`config.mk`:
```
export PLATFORM = sky130hd
export DESIGN_NAME = tx_serial_param
export DESIGN_NICKNAME = d
export VERILOG_FILES = /design/src/rtl/tx_serial_param.sv
export SDC_FILE = /design/constraint.sdc
export NUM_CORES = 1
export LEC_CHECK = 0
export BUFFER_PORTS_ARGS = -buffer_cell sky130_fd_sc_hd__buf_2
export CAP_MARGIN = 15
export CORE_ASPECT_RATIO = 1.4
export CORE_MARGIN = 2
export CORE_UTILIZATION = 56
export DETAILED_ROUTE_END_ITERATION = 8
export HOLD_SLACK_MARGIN = 0.05
export PLACE_DENSITY = 0.78
export SETUP_SLACK_MARGIN = 0.3
export SYNTH_ARGS = -nofsm -noshare
export SYNTH_HDL_FRONTEND = slang
export SYNTH_SLANG_ARGS = --single-unit
export TNS_END_PERCENT = 100
```
`constraint.sdc`:
```
create_clock -name clock -period 1.9 [get_ports clock]
set_input_delay 0.38 -clock clock [delete_from_list [all_inputs] [get_ports clock]]
set_output_delay 0.38 -clock clock [all_outputs]
set_load 0.01 [all_outputs]
```
`src/rtl/tx_serial_param.sv`:
```
// tx_serial_param: parametrised asynchronous serial transmitter (start, DATA_BITS, optional parity, stop bits).
// Optional line-break generation is compiled in with `define TX_BREAK_EN (adds input quebra).
module tx_serial_param #(
   parameter int DATA_BITS = 7,
   parameter int PARITY    = 2,
   parameter int STOP_BITS = 1,
   parameter int BAUD_DIV  = 434
) (
   input  logic                 clock,
   input  logic                 reset,
   input  logic                 partida,
   input  logic [DATA_BITS-1:0] dados,
`ifdef TX_BREAK_EN
   input  logic                 quebra,
`endif
   output logic                 saida_serial,
   output logic                 pronto,
   output logic                 ocupado,
   output logic                 db_partida,
   output logic                 db_saida_serial,
   output logic [3:0]           db_estado
);

   localparam int N      = 1 + DATA_BITS + ((PARITY != 0) ? 1 : 0) + STOP_BITS;
   localparam int BAUD_W = $clog2(BAUD_DIV);
   localparam int BIT_W  = $clog2(N + 1);

   localparam logic [BAUD_W-1:0] BAUD_LAST     = BAUD_W'(BAUD_DIV - 1);
   localparam logic [BAUD_W-1:0] BAUD_HOLD_END = BAUD_W'(BAUD_DIV - 2);
   localparam logic [BIT_W-1:0]  BIT_LAST      = BIT_W'(N - 1);
   localparam logic [BIT_W-1:0]  STOP_LAST     = BIT_W'(STOP_BITS - 1);

   typedef enum logic [3:0] {
      INICIAL     = 4'd0,
      PREPARACAO  = 4'd1,
      ESPERA      = 4'd2,
      TRANSMISSAO = 4'd3,
      FINAL       = 4'd4,
      QUEBRA      = 4'd5
   } state_t;

   state_t             r_estado;
   logic [N-1:0]       r_shift;
   logic [BAUD_W-1:0]  r_baud_cnt;
   logic [BIT_W-1:0]   r_bit_cnt;
   logic               r_saida;
   logic               r_pronto;
   logic               r_ocupado;
   logic               r_partida_q;
`ifdef TX_BREAK_EN
   logic               r_brk_rel;
`endif

   logic               w_partida_edge;
   logic               w_parity;
   logic [N-1:0]       w_frame;

   assign w_partida_edge = partida & ~r_partida_q;

   always_comb begin
      w_parity             = (PARITY == 1) ? ^dados : ~^dados;
      w_frame              = '1;
      w_frame[0]           = 1'b0;
      w_frame[DATA_BITS:1] = dados;
      if (PARITY != 0)
         w_frame[DATA_BITS+1] = w_parity;
   end

   // Each bit spends BAUD_DIV-1 cycles in ESPERA plus one in TRANSMISSAO,
   // so the line changes exactly every BAUD_DIV clocks.
   always_ff @(posedge clock or posedge reset) begin
      if (reset) begin
         r_estado    <= INICIAL;
         r_shift     <= '0;
         r_baud_cnt  <= '0;
         r_bit_cnt   <= '0;
         r_saida     <= 1'b1;
         r_pronto    <= 1'b0;
         r_ocupado   <= 1'b0;
         r_partida_q <= 1'b1;   // a level held through reset is not an edge
`ifdef TX_BREAK_EN
         r_brk_rel   <= 1'b0;
`endif
      end else begin
         r_partida_q <= partida;
         r_pronto    <= 1'b0;
         case (r_estado)
            INICIAL: begin
               r_saida   <= 1'b1;
               r_ocupado <= 1'b0;
`ifdef TX_BREAK_EN
               if (quebra) begin
                  r_estado  <= QUEBRA;
                  r_saida   <= 1'b0;
                  r_ocupado <= 1'b1;
                  r_brk_rel <= 1'b0;
               end else if (w_partida_edge) begin
                  r_estado  <= PREPARACAO;
                  r_ocupado <= 1'b1;
               end
`else
               if (w_partida_edge) begin
                  r_estado  <= PREPARACAO;
                  r_ocupado <= 1'b1;
               end
`endif
            end
            PREPARACAO: begin
               r_shift    <= w_frame;
               r_baud_cnt <= '0;
               r_bit_cnt  <= '0;
               r_saida    <= w_frame[0];
               r_estado   <= ESPERA;
            end
            ESPERA: begin
               if (r_baud_cnt == BAUD_HOLD_END)
                  r_estado <= TRANSMISSAO;
               else
                  r_baud_cnt <= r_baud_cnt + 1'b1;
            end
            TRANSMISSAO: begin
               r_shift    <= {1'b1, r_shift[N-1:1]};
               r_bit_cnt  <= r_bit_cnt + 1'b1;
               r_baud_cnt <= '0;
               if (r_bit_cnt == BIT_LAST) begin
                  r_estado <= FINAL;
                  r_saida  <= 1'b1;
                  r_pronto <= 1'b1;
               end else begin
                  r_saida  <= r_shift[1];
                  r_estado <= ESPERA;
               end
            end
            FINAL: begin
               r_saida   <= 1'b1;
               r_ocupado <= 1'b0;
               r_estado  <= INICIAL;
            end
`ifdef TX_BREAK_EN
            QUEBRA: begin
               if (!r_brk_rel) begin
                  if (!quebra) begin
                     r_brk_rel  <= 1'b1;
                     r_saida    <= 1'b1;
                     r_baud_cnt <= '0;
                     r_bit_cnt  <= '0;
                  end
               end else if (r_baud_cnt == BAUD_LAST) begin
                  r_baud_cnt <= '0;
                  if (r_bit_cnt == STOP_LAST) begin
                     r_estado  <= INICIAL;
                     r_ocupado <= 1'b0;
                  end else begin
                     r_bit_cnt <= r_bit_cnt + 1'b1;
                  end
               end else begin
                  r_baud_cnt <= r_baud_cnt + 1'b1;
               end
            end
`endif
            default: begin
               r_estado  <= INICIAL;
               r_saida   <= 1'b1;
               r_ocupado <= 1'b0;
            end
         endcase
      end
   end

   assign saida_serial    = r_saida;
   assign db_saida_serial = r_saida;
   assign pronto          = r_pronto;
   assign ocupado         = r_ocupado;
   assign db_partida      = partida;
   assign db_estado       = r_estado;

endmodule

```
* After elaboration in Yosys (flattened, before gate mapping)
Cells that the tools add are included.
** Storage, ports and cells
- Register bits after elaboration :: 31
- Input port bits :: 10
- Output and inout port bits :: 9
- Logic and storage cells :: 42
** Operators by class
- Add/subtract/negate cells :: 2
- Eq/ne operators :: 8
- Mux-type cells :: 14
- Bitwise logic cells :: 2
- Reductions and logical operators :: 8
** Operator list (number)
- $pmux W10 S2 :: 1
- $pmux W9 S2 :: 1
- $pmux W4 S4 :: 1
- $add A9 B1 Y9 const B :: 1
- $eq A9 B9 Y1 const B :: 1
- $mux W9 :: 1
- $eq A4 B2 Y1 const B :: 2
- $mux W4 :: 2
- $pmux W4 S2 :: 1
- $reduce_xnor A7 Y1 :: 1
- $ne A2 B2 Y1 const B :: 3
- $add A4 B1 Y4 const B :: 1
- $eq A4 B1 Y1 const B :: 1
- $eq A4 B4 Y1 const B :: 1
- $logic_not A4 Y1 :: 1
- $mux W1 :: 4
- $reduce_and A2 Y1 :: 2
- $reduce_bool A2 Y1 :: 2
- $mux W3 :: 1
- $pmux W1 S3 :: 1
- $reduce_or A3 Y1 :: 1
- $pmux W1 S2 :: 1
- $reduce_or A2 Y1 :: 1
- $and A1 B1 Y1 :: 1
- $not A1 Y1 :: 1

* Depth between registers and ports, before layout
- Depth after elaboration :: 4
- Depth in mapped cells :: 6
- Gate-level depth less buffers :: 6

* Worst setup path before layout
No wires, ideal clock.
- Path type :: register -> register
- From :: register r_estado[2] (netlist: db_estado[2])
- To :: register r_baud_cnt[8]
- Setup time :: 0.078 ns
- Data arrival time :: 1.389 ns
- Data required time :: 1.822 ns
- Slack :: 0.433 ns
- Stages on the path, launching flop included :: 5
- Buffers on the path :: 0
- Period minus slack after synthesis :: 1.467 ns
- Cell sequence :: dfrtp_1 and4bb_2 nand3_1 or3_1 a21oi_1
** On the way
- Word-level cells in the longest chain between the ends :: 4
- Elaborated cells between the ends (all ways) :: 8
- Those cells by class :: 4 x eq/ne; 1 x mux; 3 x reduce/logical
** Ends and longest elaborated chain
- from (decl) :: line 42 : state_t r_estado;
- from (signal assigned) :: line 73 : r_estado <= INICIAL;
- from (signal assigned) :: line 103 : r_estado <= PREPARACAO;
- from (signal assigned) :: line 113 : r_estado <= ESPERA;
- $eq A4 B2 Y1 or $eq A4 B1 Y1 (tied branches) :: line 87 : case (r_estado)
- $reduce_or A2 Y1 (no source line)
- $reduce_bool A2 Y1 (no source line)
- $reduce_and A2 Y1 (no source line)
- to (signal assigned) :: line 119 : r_baud_cnt <= r_baud_cnt + 1'b1;
- to (decl) :: line 44 : logic [BAUD_W-1:0] r_baud_cnt;
Several ways; a longest one is shown, not always the timed one.
A chain may end at the register's enable or synchronous reset.

* Worst setup path after layout
- From :: register r_estado[0] (netlist: db_estado[0])
- To :: register r_ocupado (netlist: ocupado)
** On the way
- Word-level cells in the longest chain between the ends :: 3
- Elaborated cells between the ends (all ways) :: 6
- Those cells by class :: 3 x eq/ne; 1 x mux; 2 x reduce/logical
** Ends and longest elaborated chain
- $eq A4 B2 Y1 or $eq A4 B1 Y1 (tied branches) :: line 87
- $reduce_or A3 Y1 (no source line)
- $pmux W1 S2 :: line 87
- to (signal assigned) :: line 79 : r_ocupado <= 1'b0;
- to (signal assigned) :: line 90 : r_ocupado <= 1'b0;
- to (signal assigned) :: line 104 : r_ocupado <= 1'b1;
- to (decl) :: line 48 : logic r_ocupado;
Several ways; a longest one is shown, not always the timed one.

==> results.py <==
metrics = {
    "outcome": {
        "status": "complete, no violations",
    },
    "layout": {
        "fillers": 181,
        "n_antenna_cell": 0,
        "final_nets": 177,
        "area_delta_synth_final_pct": 14.3,
        "fin_util_pct": 68.6,
        "drive_gt1_share_pct": 24.4,
    },
    "grt": {
        "grt-ovfl-total": 0,
        "grt_first_pass_wirelength_um": 4820,
        "grt_max_degree": 30,
        "grt_pass1_vias": 1113,
        "antenna_found_initial": 0,
        "grt_use_total_pct": 21.9,
    },
    "logic_synthesis": {
        "synth_top_area_share_pct": 46.1,
        "synth_area_leaders": "dfrtp_1 (46%), mux2i_1 (6.1%), o21ai_0 (5.1%), xor2_1 (4.2%), dfstp_2 (3.6%)",
        "ys_async_sr_fraction_pct": 100,
        "syn_nets": 158,
        "synth_compound_area_share_pct": 9.82,
        "synthMuxAreaShare_pct": 6.15,
        "ys_seq_area_share_pct": 49.7,
        "synth_top_family_by_area": "simple AND/OR/NAND/NOR gates",
        "synth_edf_count": 0,
        "syn_area_per_cell_um2": 10.2,
        "synth_cell_types": 38,
        "yosys-top-cells-count": "dfrtp_1 (27), o21ai_0 (15), nand2_1 (12)",
        "synth_xor_area_share_pct": 7.17,
        "yosys.area_share.simple_pct": 18.9,
        "ys_seq_elements": 29,
        "synth_area_mm2": 0.00147,
        "syn_inst": 144,
        "ys.warnings.count": 0,
        "synthAdderAreaFrac_pct": 3.42,
        "yosys_most_used_dff": "dfrtp_1",
        "yosysTopAreaCell": "dfrtp_1",
        "synth_most_common_cell": "dfrtp_1",
    },
    "timing": {
        "setup_viol": 0,
        "relSlewSlack_pct": 54.4,
        "worst_hold_slack_ns": 0.104,
        "max_freq_ghz": 0.653,
        "worst_slew_pin_slew_ns": 0.684,
        "rsz0062_at_grt": "false",
        "drv_slew": 0,
        "tns_ns": 0,
        "fin_crit_ns": 1.53,
        "fin_crit_sh_pct": 80.6,
        "fin_worst_skew_ns": 0.00549,
        "finalHoldViolCount": 0,
    },
    "setup_path": {
        "critPathMaxFanout": 8,
        "worstSetupEndpointType": "flop",
        "path_class": "flop to flop",
        "r2r_cells": 3,
        "cp.required_ns": 2.15,
        "cp-start-kind": "flop",
        "worstPathArrival_ns": 1.78,
    },
    "power_and_ir_drop": {
        "leakage_nw": 0.807,
        "powerDensity_mw_per_mm2": 1220,
        "peakVddDrop_uv": 716,
        "p_total_mw": 2.04,
    },
    "die": {
        "rows": 21,
        "die_area_mm2": 0.00305,
        "core-area_mm2": 0.00244,
        "dieHeight_um": 64.5,
        "start_util_pct": 60.0,
        "die_w_um": 47.2,
        "io_pins": 19,
    },
    "clock_network": {
        "htreeDepth": 2,
        "clock-sinks": 29,
        "cts_tree": "yes",
        "clkSlewWorstSetupHoldPaths_ns": 0.10,
        "cts_buffer_depth": 2,
        "root_buffer": "clkbuf_4",
        "numCtsBuffers": 5,
        "clk_latency_ns": 0.33,
    },
    "placement": {
        "gp_congestion": 0.799,
        "hpwl_um": 2020,
        "io_buffers": 17,
    },
    "route": {
        "vias": 1077,
        "drt_first_pass_iters": 4,
        "vias_per_cell": 5.44,
        "drc_errors": 0,
        "routed_wl_um": 2900,
        "drt_iter0_drc": 18,
        "wire_per_inst_um": 14.6,
        "ant_nets": 0,
    },
    "worst_hold_path": {
        "hp-class": "input port to async pin",
    },
    "job": {
        "maxCapViolCount": 0,
    },
}
[per-layer routing]
metal | up-vias | global-route usage [%] | routed length [um]
met3 | 2 | 6.96 | 108
met2 | 20 | 38.2 | 1600
li1 | 527 | - | -
met4 | 0 | 5.21 | 26
met1 | 528 | 24.7 | 1160
met5 | - | 0 | 0
[cell families after synthesis]
| group | Yosys count |
|---|---|
| flip-flops | 29 |
| multiplexers | 9 |
| XOR/XNOR | 12 |
| other | 1 |
| adder cells (fa/ha/maj) | 4 |
| AND/OR/NAND/NOR | 49 |
| AO/OA/AOI/OAI | 26 |
| buffers and inverters | 14 |
[placed cells by master (no fill, tap or decap), types with 2 or more instances in the layout]
cell type,n
xnor2_1,5
mux2i_1,9
nor2_1,8
clkbuf_4,5
dfrtp_2,3
xor2_1,7
buf_2,17
a21oi_1,5
nand3_1,4
nand4_1,2
or2_2,2
ha_1,4
nor2b_1,2
dfrtp_1,24
nor3b_1,3
nand2b_1,2
dfstp_2,2
and3_1,3
o21ai_0,14
nand2_1,12
buf_4,5
o31ai_1,2
inv_1,4
[critical path, stage by stage, from the launching register on]
cell and delay [ns]:
dfrtp_2 0.44, buf_4 0.16, or4b_2 0.67, a21oi_1 0.18
[power breakdown]
group,switching [mW],internal (mW)
clock network,0.219,0.314
registers,0.176,0.813
logic,0.268,0.249
[path summary, 6_finish.rpt]
kind	startpoint	to	slack (ns)
hold reg to reg	r_shift[9]	r_shift[9]	0.47
hold / removal	reset	r_shift[3]	0.10
setup / recovery	db_estado[0]	ocupado	0.37
setup reg to reg	db_estado[0]	ocupado	0.37
max in group asynchronous	reset	db_saida_serial	1.48
min in group clock	partida	r_partida_q	0.17
[registers in the layout, summed over array words and instances (netlist names)]
name	flops
r_baud_cnt	9
db_estado	3
r_partida_q	1
r_shift	9
r_bit_cnt	4
ocupado	1
db_saida_serial	1
pronto	1
[cell type report]
type	count	area, um^2	share of cell area (%)
Inverter	4	15.0	0.896
Tap cell	34	42.5	2.54
Timing Repair Buffer	22	123	7.32
Clock inverter	1	30.0	1.79
Sequential cell	29	732	43.7
Multi-Input combinational cell	101	678	40.5
Clock buffer	7	55.1	3.29
[stage by stage]
step | cells | cell area [um^2] | setup WS, ns
2_1_floorplan | 144 | 1470 | 0.433
3_3_place_gp | 188 | 1560 | 0.359
3_5_place_dp | 188 | 1560 | 0.325
4_1_cts | 196 | 1650 | 0.304
5_1_grt | 198 | 1680 | 0.307
6_report | 198 | 1680 | 0.369
[repair_timing]
item | CTS | global route
resized for setup | 1 | 5
endpoints found under the setup margin | 1 | 8
pin swaps | 0 | 2
setup buffers | 0 | 2
hold buffers | 0 | 0
gates cloned | 0 | 0
Power figures use the tool's default switching activity.
